--- src/rtl/fifo8x9_pkg.sv ---
// Shared constants and strobe bundle for the 8x9 FIFO control and storage.
package fifo8x9_pkg;

    localparam int unsigned DEPTH  = 8;
    localparam int unsigned DATA_W = 9;
    localparam int unsigned CNT_W  = 4;

    // Raw control strobes presented to the storage array.
    typedef struct packed {
        logic wren;
        logic wr_inc;
        logic rden;
        logic rd_inc;
        logic wr_ptr_clr;
        logic rd_ptr_clr;
    } strobe_t;

endpackage

--- src/rtl/fifo_occ_counter.sv ---
// Up/down saturating occupancy counter with synchronous clear and registered flags.
module fifo_occ_counter
    import fifo8x9_pkg::*;
#(
    parameter int unsigned DEPTH_P = DEPTH,
    parameter int unsigned CNT_W_P = CNT_W
) (
    input  logic               clk,
    input  logic               rst,
    input  logic               clr,
    input  logic               inc,
    input  logic               dec,
    output logic [CNT_W_P-1:0] count,
    output logic               full,
    output logic               empty
);

    localparam logic [CNT_W_P-1:0] CNT_MAX = CNT_W_P'(DEPTH_P);
    localparam logic [CNT_W_P-1:0] CNT_ONE = CNT_W_P'(1);

    logic [CNT_W_P-1:0] count_nxt;

    // Next occupancy; simultaneous inc/dec cancel, limits never crossed.
    always_comb begin
        count_nxt = count;
        if (clr) begin
            count_nxt = '0;
        end else if (inc && !dec && (count != CNT_MAX)) begin
            count_nxt = count + CNT_ONE;
        end else if (dec && !inc && (count != '0)) begin
            count_nxt = count - CNT_ONE;
        end
    end

    // Count and flags registered from the same next value so they always agree.
    always_ff @(posedge clk) begin
        if (rst) begin
            count <= '0;
            full  <= 1'b0;
            empty <= 1'b1;
        end else begin
            count <= count_nxt;
            full  <= (count_nxt == CNT_MAX);
            empty <= (count_nxt == '0);
        end
    end

endmodule

--- src/rtl/fifo8x9_ctrl.sv ---
// Control stage for the 8x9 FIFO storage: acceptance, strobes, occupancy and error flags.
module fifo8x9_ctrl
    import fifo8x9_pkg::*;
#(
    parameter int unsigned DEPTH_P = DEPTH,
    parameter int unsigned CNT_W_P = CNT_W
) (
    input  logic               clk,
    input  logic               rst,
    input  logic               push,
    input  logic               pop,
    input  logic               flush,
    output logic               wren,
    output logic               WrInc,
    output logic               rden,
    output logic               RdInc,
    output logic               WrPtrClr,
    output logic               RdPtrClr,
    output logic               full,
    output logic               empty,
    output logic [CNT_W_P-1:0] count,
    output logic               rd_valid,
    output logic               overflow,
    output logic               underflow
);

    logic    clr;
    logic    push_acc;
    logic    pop_acc;
    logic    push_rej;
    logic    pop_rej;
    strobe_t strb;

    // Acceptance decisions from the registered flags; clear blocks everything.
    always_comb begin
        clr      = rst | flush;
        push_acc = push & ~full  & ~clr;
        pop_acc  = pop  & ~empty & ~clr;
        push_rej = push &  full  & ~clr;
        pop_rej  = pop  &  empty & ~clr;
    end

    // Storage strobe decode.
    always_comb begin
        strb            = '0;
        strb.wren       = push_acc;
        strb.wr_inc     = push_acc;
        strb.rden       = pop_acc;
        strb.rd_inc     = pop_acc;
        strb.wr_ptr_clr = clr;
        strb.rd_ptr_clr = clr;
    end

    assign wren     = strb.wren;
    assign WrInc    = strb.wr_inc;
    assign rden     = strb.rden;
    assign RdInc    = strb.rd_inc;
    assign WrPtrClr = strb.wr_ptr_clr;
    assign RdPtrClr = strb.rd_ptr_clr;

    fifo_occ_counter #(
        .DEPTH_P (DEPTH_P),
        .CNT_W_P (CNT_W_P)
    ) u_occ (
        .clk   (clk),
        .rst   (rst),
        .clr   (clr),
        .inc   (push_acc),
        .dec   (pop_acc),
        .count (count),
        .full  (full),
        .empty (empty)
    );

    // DataOut is valid for the cycle following each accepted pop.
    always_ff @(posedge clk) begin
        if (clr) begin
            rd_valid <= 1'b0;
        end else begin
            rd_valid <= pop_acc;
        end
    end

    // Sticky rejection flags, cleared only by reset or flush.
    always_ff @(posedge clk) begin
        if (clr) begin
            overflow  <= 1'b0;
            underflow <= 1'b0;
        end else begin
            overflow  <= overflow  | push_rej;
            underflow <= underflow | pop_rej;
        end
    end

endmodule
--- config.mk ---
export PLATFORM = sky130hd
export DESIGN_NAME = fifo8x9_ctrl
export DESIGN_NICKNAME = d
export VERILOG_FILES = /design/src/rtl/fifo8x9_pkg.sv /design/src/rtl/fifo_occ_counter.sv /design/src/rtl/fifo8x9_ctrl.sv
export SDC_FILE = /design/constraint.sdc
export NUM_CORES = 1
export LEC_CHECK = 0
export BUFFER_PORTS_ARGS = -buffer_cell sky130_fd_sc_hd__buf_2
export CORE_MARGIN = 3
export CORE_UTILIZATION = 48
export CTS_CLUSTER_DIAMETER = 30
export DETAILED_ROUTE_END_ITERATION = 12
export PLACE_DENSITY = 0.81
export SLEW_MARGIN = 25
export SYNTH_ARGS = -nofsm -noshare
export SYNTH_HDL_FRONTEND = slang
export SYNTH_HIERARCHICAL = 1
export SYNTH_SLANG_ARGS = --single-unit
--- constraint.sdc ---
create_clock -name clk -period 2.7 [get_ports clk]
set_clock_uncertainty 0.15 [all_clocks]
set_input_delay 0.27 -clock clk [delete_from_list [all_inputs] [get_ports clk]]
set_output_delay 0.27 -clock clk [all_outputs]
set_load 0.05 [all_outputs]
== Word-level counts from Yosys, hierarchy flattened ==
Cells that the tools add are included.

* Equal/unequal tests: 2
* Muxes and demuxes: 3
* Reduce and logical (&&, ||, !) cells: 8
* Add/subtract/negate cells: 2
* Bitwise gates (word level): 14

{| class="wikitable"
|+ Operators by type and width
! kind !! number
|-
| $mux 4 || 3
|-
| $and 1x1->1 || 8
|-
| $add 4x1->4 const B || 1
|-
| $eq 4x4->1 const B || 1
|-
| $logic_and 1x1->1 || 4
|-
| $logic_not 4->1 || 1
|-
| $ne 4x4->1 const B || 1
|-
| $reduce_bool 4->1 || 1
|-
| $sub 4x1->4 const B || 1
|-
| $not 1->1 || 3
|-
| $or 1x1->1 || 3
|-
| $logic_not 1->1 || 2
|}

* Register bits: 9
* Output and inout bits: 15

== Depth between registers and ports, before layout ==
* Depth in word-level cells: 10
* Depth in mapped cells: 9
* Depth with buffers taken out: 7

== Modules after synthesis ==
The synthesis kept the hierarchy.

{| class="wikitable"
|+ By module, submodules not included
! module !! sequential area each (µm²) !! area an instance (µm²) !! cells each !! instances
|-
| fifo_occ_counter || 120.1 || 476.7 || 54 || 1
|-
| fifo8x9_ctrl || 60.1 || 155.1 || 15 || 1
|}

== Worst setup path before layout ==
Ideal clock, no wire load.

* Kind: input -> register
* From: input flush
* To: register u_occ.full
* Arrival time: 2.704 ns
* Cell stages on the path: 9
* Library setup time: 0.058 ns
* Required time: 2.492 ns
* Path slack: -0.212 ns
* Buffers on the path: 2
* Cells stage by stage: or2_1 -> buf_6 -> nor3b_2 -> buf_2 -> nor2b_1 -> a2111o_1 -> a21oi_2 -> mux2i_1 -> o21a_1

* Elaborated cells on any way between the ends: 14

{| class="wikitable"
|+ RTL lines
! item !! line !! RTL
|-
| from (decl) || fifo8x9_ctrl.sv:12 || <nowiki>input logic flush,</nowiki>
|-
| $or 1x1->1 * || fifo8x9_ctrl.sv:36 || <nowiki>clr = rst | flush;</nowiki>
|-
| via RdPtrClr || fifo8x9_ctrl.sv:18 || <nowiki>output logic RdPtrClr,</nowiki>
|-
| $not 1->1 * || fifo8x9_ctrl.sv:38 || <nowiki>pop_acc = pop & ~empty & ~clr;</nowiki>
|-
| $and 1x1->1 * || fifo8x9_ctrl.sv:38 ||
|-
| via RdInc || fifo8x9_ctrl.sv:16 || <nowiki>output logic RdInc,</nowiki>
|-
| $logic_and 1x1->1 or $logic_not 1->1 (tied branches) || fifo_occ_counter.sv:30, fifo_occ_counter.sv:28 ||
|-
| $logic_and 1x1->1, on equally long branches || fifo_occ_counter.sv:30, fifo_occ_counter.sv:28 ||
|-
| $mux 4 or $logic_and 1x1->1 (tied branches) || fifo_occ_counter.sv:30, fifo_occ_counter.sv:28 ||
|-
| $mux 4 * || fifo_occ_counter.sv:28 || <nowiki>end else if (inc && !dec && (count != CNT_MAX)) begin</nowiki>
|-
| $mux 4 * || fifo_occ_counter.sv:26 || <nowiki>if (clr) begin</nowiki>
|-
| $eq 4x4->1 * || fifo_occ_counter.sv:43 || <nowiki>full <= (count_nxt == CNT_MAX);</nowiki>
|-
| to (signal assigned) || fifo_occ_counter.sv:43 ||
|-
| to (decl) || fifo_occ_counter.sv:14 || <nowiki>output logic full,</nowiki>
|}

The timed path passes the listed nets; every way through them passes the cells marked *.
A chain may end at the register's enable or synchronous reset.

== Worst setup path after layout ==
* From: input rst
* To: register u_occ.full

* Longest elaborated chain between the ends: 10
* Elaborated cells on any way between the ends: 14

{| class="wikitable"
|+ Ends and longest elaborated chain
! item !! line !! RTL
|-
| from (decl) || fifo8x9_ctrl.sv:9 || <nowiki>input logic rst,</nowiki>
|-
| $or 1x1->1 || fifo8x9_ctrl.sv:36 ||
|-
| $not 1->1 || fifo8x9_ctrl.sv:37, fifo8x9_ctrl.sv:38 ||
|-
| $and 1x1->1 || fifo8x9_ctrl.sv:37 || <nowiki>push_acc = push & ~full & ~clr;</nowiki>
|-
| $logic_not 1->1 || fifo_occ_counter.sv:30 || <nowiki>end else if (dec && !inc && (count != '0)) begin</nowiki>
|-
| $logic_and 1x1->1 (2 in a row) || fifo_occ_counter.sv:30 ||
|-
| $mux 4 || fifo_occ_counter.sv:30 ||
|-
| $mux 4 || fifo_occ_counter.sv:28 ||
|-
| $mux 4 || fifo_occ_counter.sv:26 ||
|-
| $eq 4x4->1 || fifo_occ_counter.sv:43 ||
|}

Parallel ways exist; a longest one is shown, timed or not.

==> key figures <==
STA
  – FMAX: 441 MHz
  – RSZ-0062 raised after global routing: no
  – Setup TNS: 0 ns
  – Worst setup margin: 0.435 ns
  – Period minus WS final: 2.27 ns
  – Finish-stage setup viols: 0
  – Hold Vio Cnt, Final: 0
  – Final worst path period share: 0.839
  – Worst-Margin Slew: 0.426 ns
  – Slew Viols, Final: 0
  – Max-slew headroom: 0.709

Synth
  – Adder-cell share of the synthesized area: 0.0396
  – Synth Area in Compound Gates: 0.218
  – Synthesized area: 632 um^2
  – Syn. warnings: 6
  – Synth Area per Inst: 9.16 um^2
  – Largest family of logic cells by synthesized area: simple AND/OR/NAND/NOR gates
  – Xor/xnor share of the synthesized area: 0.0416
  – Mapped Nets: 76
  – Post-synthesis mux area share: 0.0495
  – Synth cell types: 37
  – Seq/Total Area, Yosys: 0.285
  – Cells after Synth: 69
  – Yosys reg bits: 9
  – Simple-gate portion of the synthesized area: 0.269

CTS
  – Worst-Skew Late Latency: 0.25 ns
  – CTS H-tree lvls: 1
  – Post-CTS Resized: 0
  – CTS Root Cell: clkbuf_4
  – Hold buffer count at cts: 0
  – Setup Fix Bufs, Post-CTS: 0
  – CTS max path bufs: 2
  – Total CTS buffers: 3
  – Clk pin slew, worst setup/hold paths: 0.06 ns
  – CTS tree: built
  – Clock Sinks: 9

Run status
  – Outcome: complete, no violations

Die
  – Die area: 0.00179 mm^2
  – Initial Util: 0.540
  – Die Y-Extent: 42.3 um
  – I/O pin cnt: 20
  – Core area: 0.00117 mm^2
  – Die W: 42.3 um
  – Cell row count: 12

Critical path
  – Worst path bufs/invs: 1
  – Slowest Stage Delay on Critical Path: 0.44 ns
  – Worst Path Required: 2.70 ns
  – Crit start category: input port
  – Crit-path max FO: 11
  – Critical-path cell list: buf_2, or2_1, nor3b_4, nand2b_1, o221a_1, o22a_1, nor2b_1, o21a_1
  – CP max stage cell: nor3b_4
  – CP top delay family: simple AND/OR/NAND/NOR gates
  – Crit Path Category: in -> reg
  – Arr. time, crit path: 2.27 ns
  – Critical path capture point type: flop

Placement
  – Pre-CTS setup slack: 0.161 ns
  – Inst Count DP: 97
  – Port Buf Inserts: 19
  – DP HPWL: 1090 um
  – Routability cong.: 0.786

Route
  – Final antenna-violating net count: 0
  – Total number of vias: 577
  – 1st-iter DRT viols: 17
  – Via density: 5.71
  – Max Used Layer: met3
  – M1 wire length: 556 um
  – Total Wirelength: 1390 um
  – Met3 wire len: 109 um
  – Drt drc: 0
  – Met2 WL post-DR: 719 um
  – WL/cell: 13.7 um
  – Total iterations of the first detailed-routing run: 4

Layout
  – Commonest non-fill, non-tap cell in the layout: buf_2
  – P&R area growth vs syn: 17.4%
  – FF/Latch Area: 180 um^2
  – Util after Layout: 0.634
  – # fillers: 109
  – Multi-input logic area: 403 um^2
  – Net count, final: 95
  – Non-filler cells, final: 101
  – Ant diodes: 0
  – Share of layout cells above drive strength 1: 0.402
  – Most frequent cells in the layout: 19 x buf_2, 9 x dfxtp_1, 6 x a21oi_1, 4 x nor2_1

GRT
  – Global-route wire length before repair: 2420 um
  – Pin count of the biggest net entering global routing: 12
  – Vias in the first global route: 577
  – Initial antenna violation count: 0
  – Remaining global-route overflow: 0
  – Global Route Usage Sum: 0.170

Worst hold path
  – Worst min-delay path category: in -> reg

Power and ir drop
  – PwrDens: 384 mW/mm^2
  – Power consumption: 0.000285 W
  – Maximum vdd ir drop: 0.245 mV
  – LEAKAGE: 0.330 nW

Run
  – Max-cap violation count: 0
## worst paths after layout
check / cells after the start / end / from / slack (ns)
worst max-delay path: 8 / u_occ/full / rst / 0.43
worst min-delay path: 2 / u_occ/count[0] / rst / 0.11
worst max register to register: 7 / u_occ/full / u_occ/count[1] / 0.49
worst min register to register: 2 / overflow / overflow / 0.31
## layer usage
metal / global-route usage / up-vias
li1: - / 281
met1: 0.200 / 271
met2: 0.292 / 25
met3: 0.0687 / 0
met4: 0.0248 / 0
met5: 0 / -
## sequential cells by signal (all words and copies together) (netlist names)
signal / count
u_occ/count: 4
overflow: 1
rd_valid: 1
u_occ/empty: 1
u_occ/full: 1
underflow: 1
## per-stage QoR
| stage | cell area (um^2) | hold slack [ns] |
|---|---|---|
| 6_report | 742 | 0.105 |
| 4_1_cts | 742 | 0.102 |
| 3_3_place_gp | 714 | 0.294 |
| 5_1_grt | 742 | 0.111 |
| 3_5_place_dp | 714 | 0.300 |
| 2_1_floorplan | 644 | 0.197 |
## cell usage after synthesis, drive strengths merged
library cell | number | area [um^2]
a2111o | 1 | 11.3
a2111oi | 1 | 8.76
a211oi | 1 | 12.5
a21oi | 7 | 38.8
a22o | 1 | 10.0
a2bb2oi | 1 | 8.76
a31oi | 1 | 6.26
a32oi | 1 | 8.76
buf | 6 | 50.0
dfxtp | 9 | 180
ha | 2 | 25.0
inv | 3 | 11.3
mux2 | 1 | 11.3
mux2i | 2 | 20.0
nand2 | 4 | 22.5
nand2b | 2 | 12.5
nand3b | 1 | 7.51
nand4 | 1 | 6.26
nor2 | 4 | 15.0
nor2b | 3 | 18.8
nor3 | 3 | 20.0
nor3b | 3 | 37.5
o21a | 1 | 7.51
o21ai | 1 | 5.00
o221a | 1 | 11.3
o22a | 1 | 8.76
or2 | 1 | 6.26
or2b | 1 | 7.51
or3 | 1 | 7.51
or3b | 1 | 8.76
xnor2 | 1 | 8.76
xor2 | 2 | 17.5
## cells by family after synthesis
| group | Yosys count |
|---|---|
| and+or+nand+nor | 25 |
| AOI/OAI and AO/OA | 18 |
| buffers and inverters | 9 |
| DFF | 9 |
| xor gates and xnor gates | 3 |
| muxes | 3 |
| adders and majority gates | 2 |
## power breakdown
part / internal, W / total (W) / switching (W) / leakage (nW)
Clock: 0.0000545 / 0.0000994 / 0.0000449 / 0.0177
Combinational: 0.0000159 / 0.0000485 / 0.0000326 / 0.240
Sequential: 0.000135 / 0.000137 / 0.00000212 / 0.0728
Total: 0.000205 / 0.000285 / 0.0000797 / 0.330
## cell type report
type	count	area share
Clock buffer	3	0.0304
Multi-Input combinational cell	51	0.543
Timing Repair Buffer	20	0.138
Tap cell	14	0.0236
Inverter	3	0.0152
Sequential cell	9	0.243
Clock inverter	1	0.00675
(Power assumes the default switching activity.)
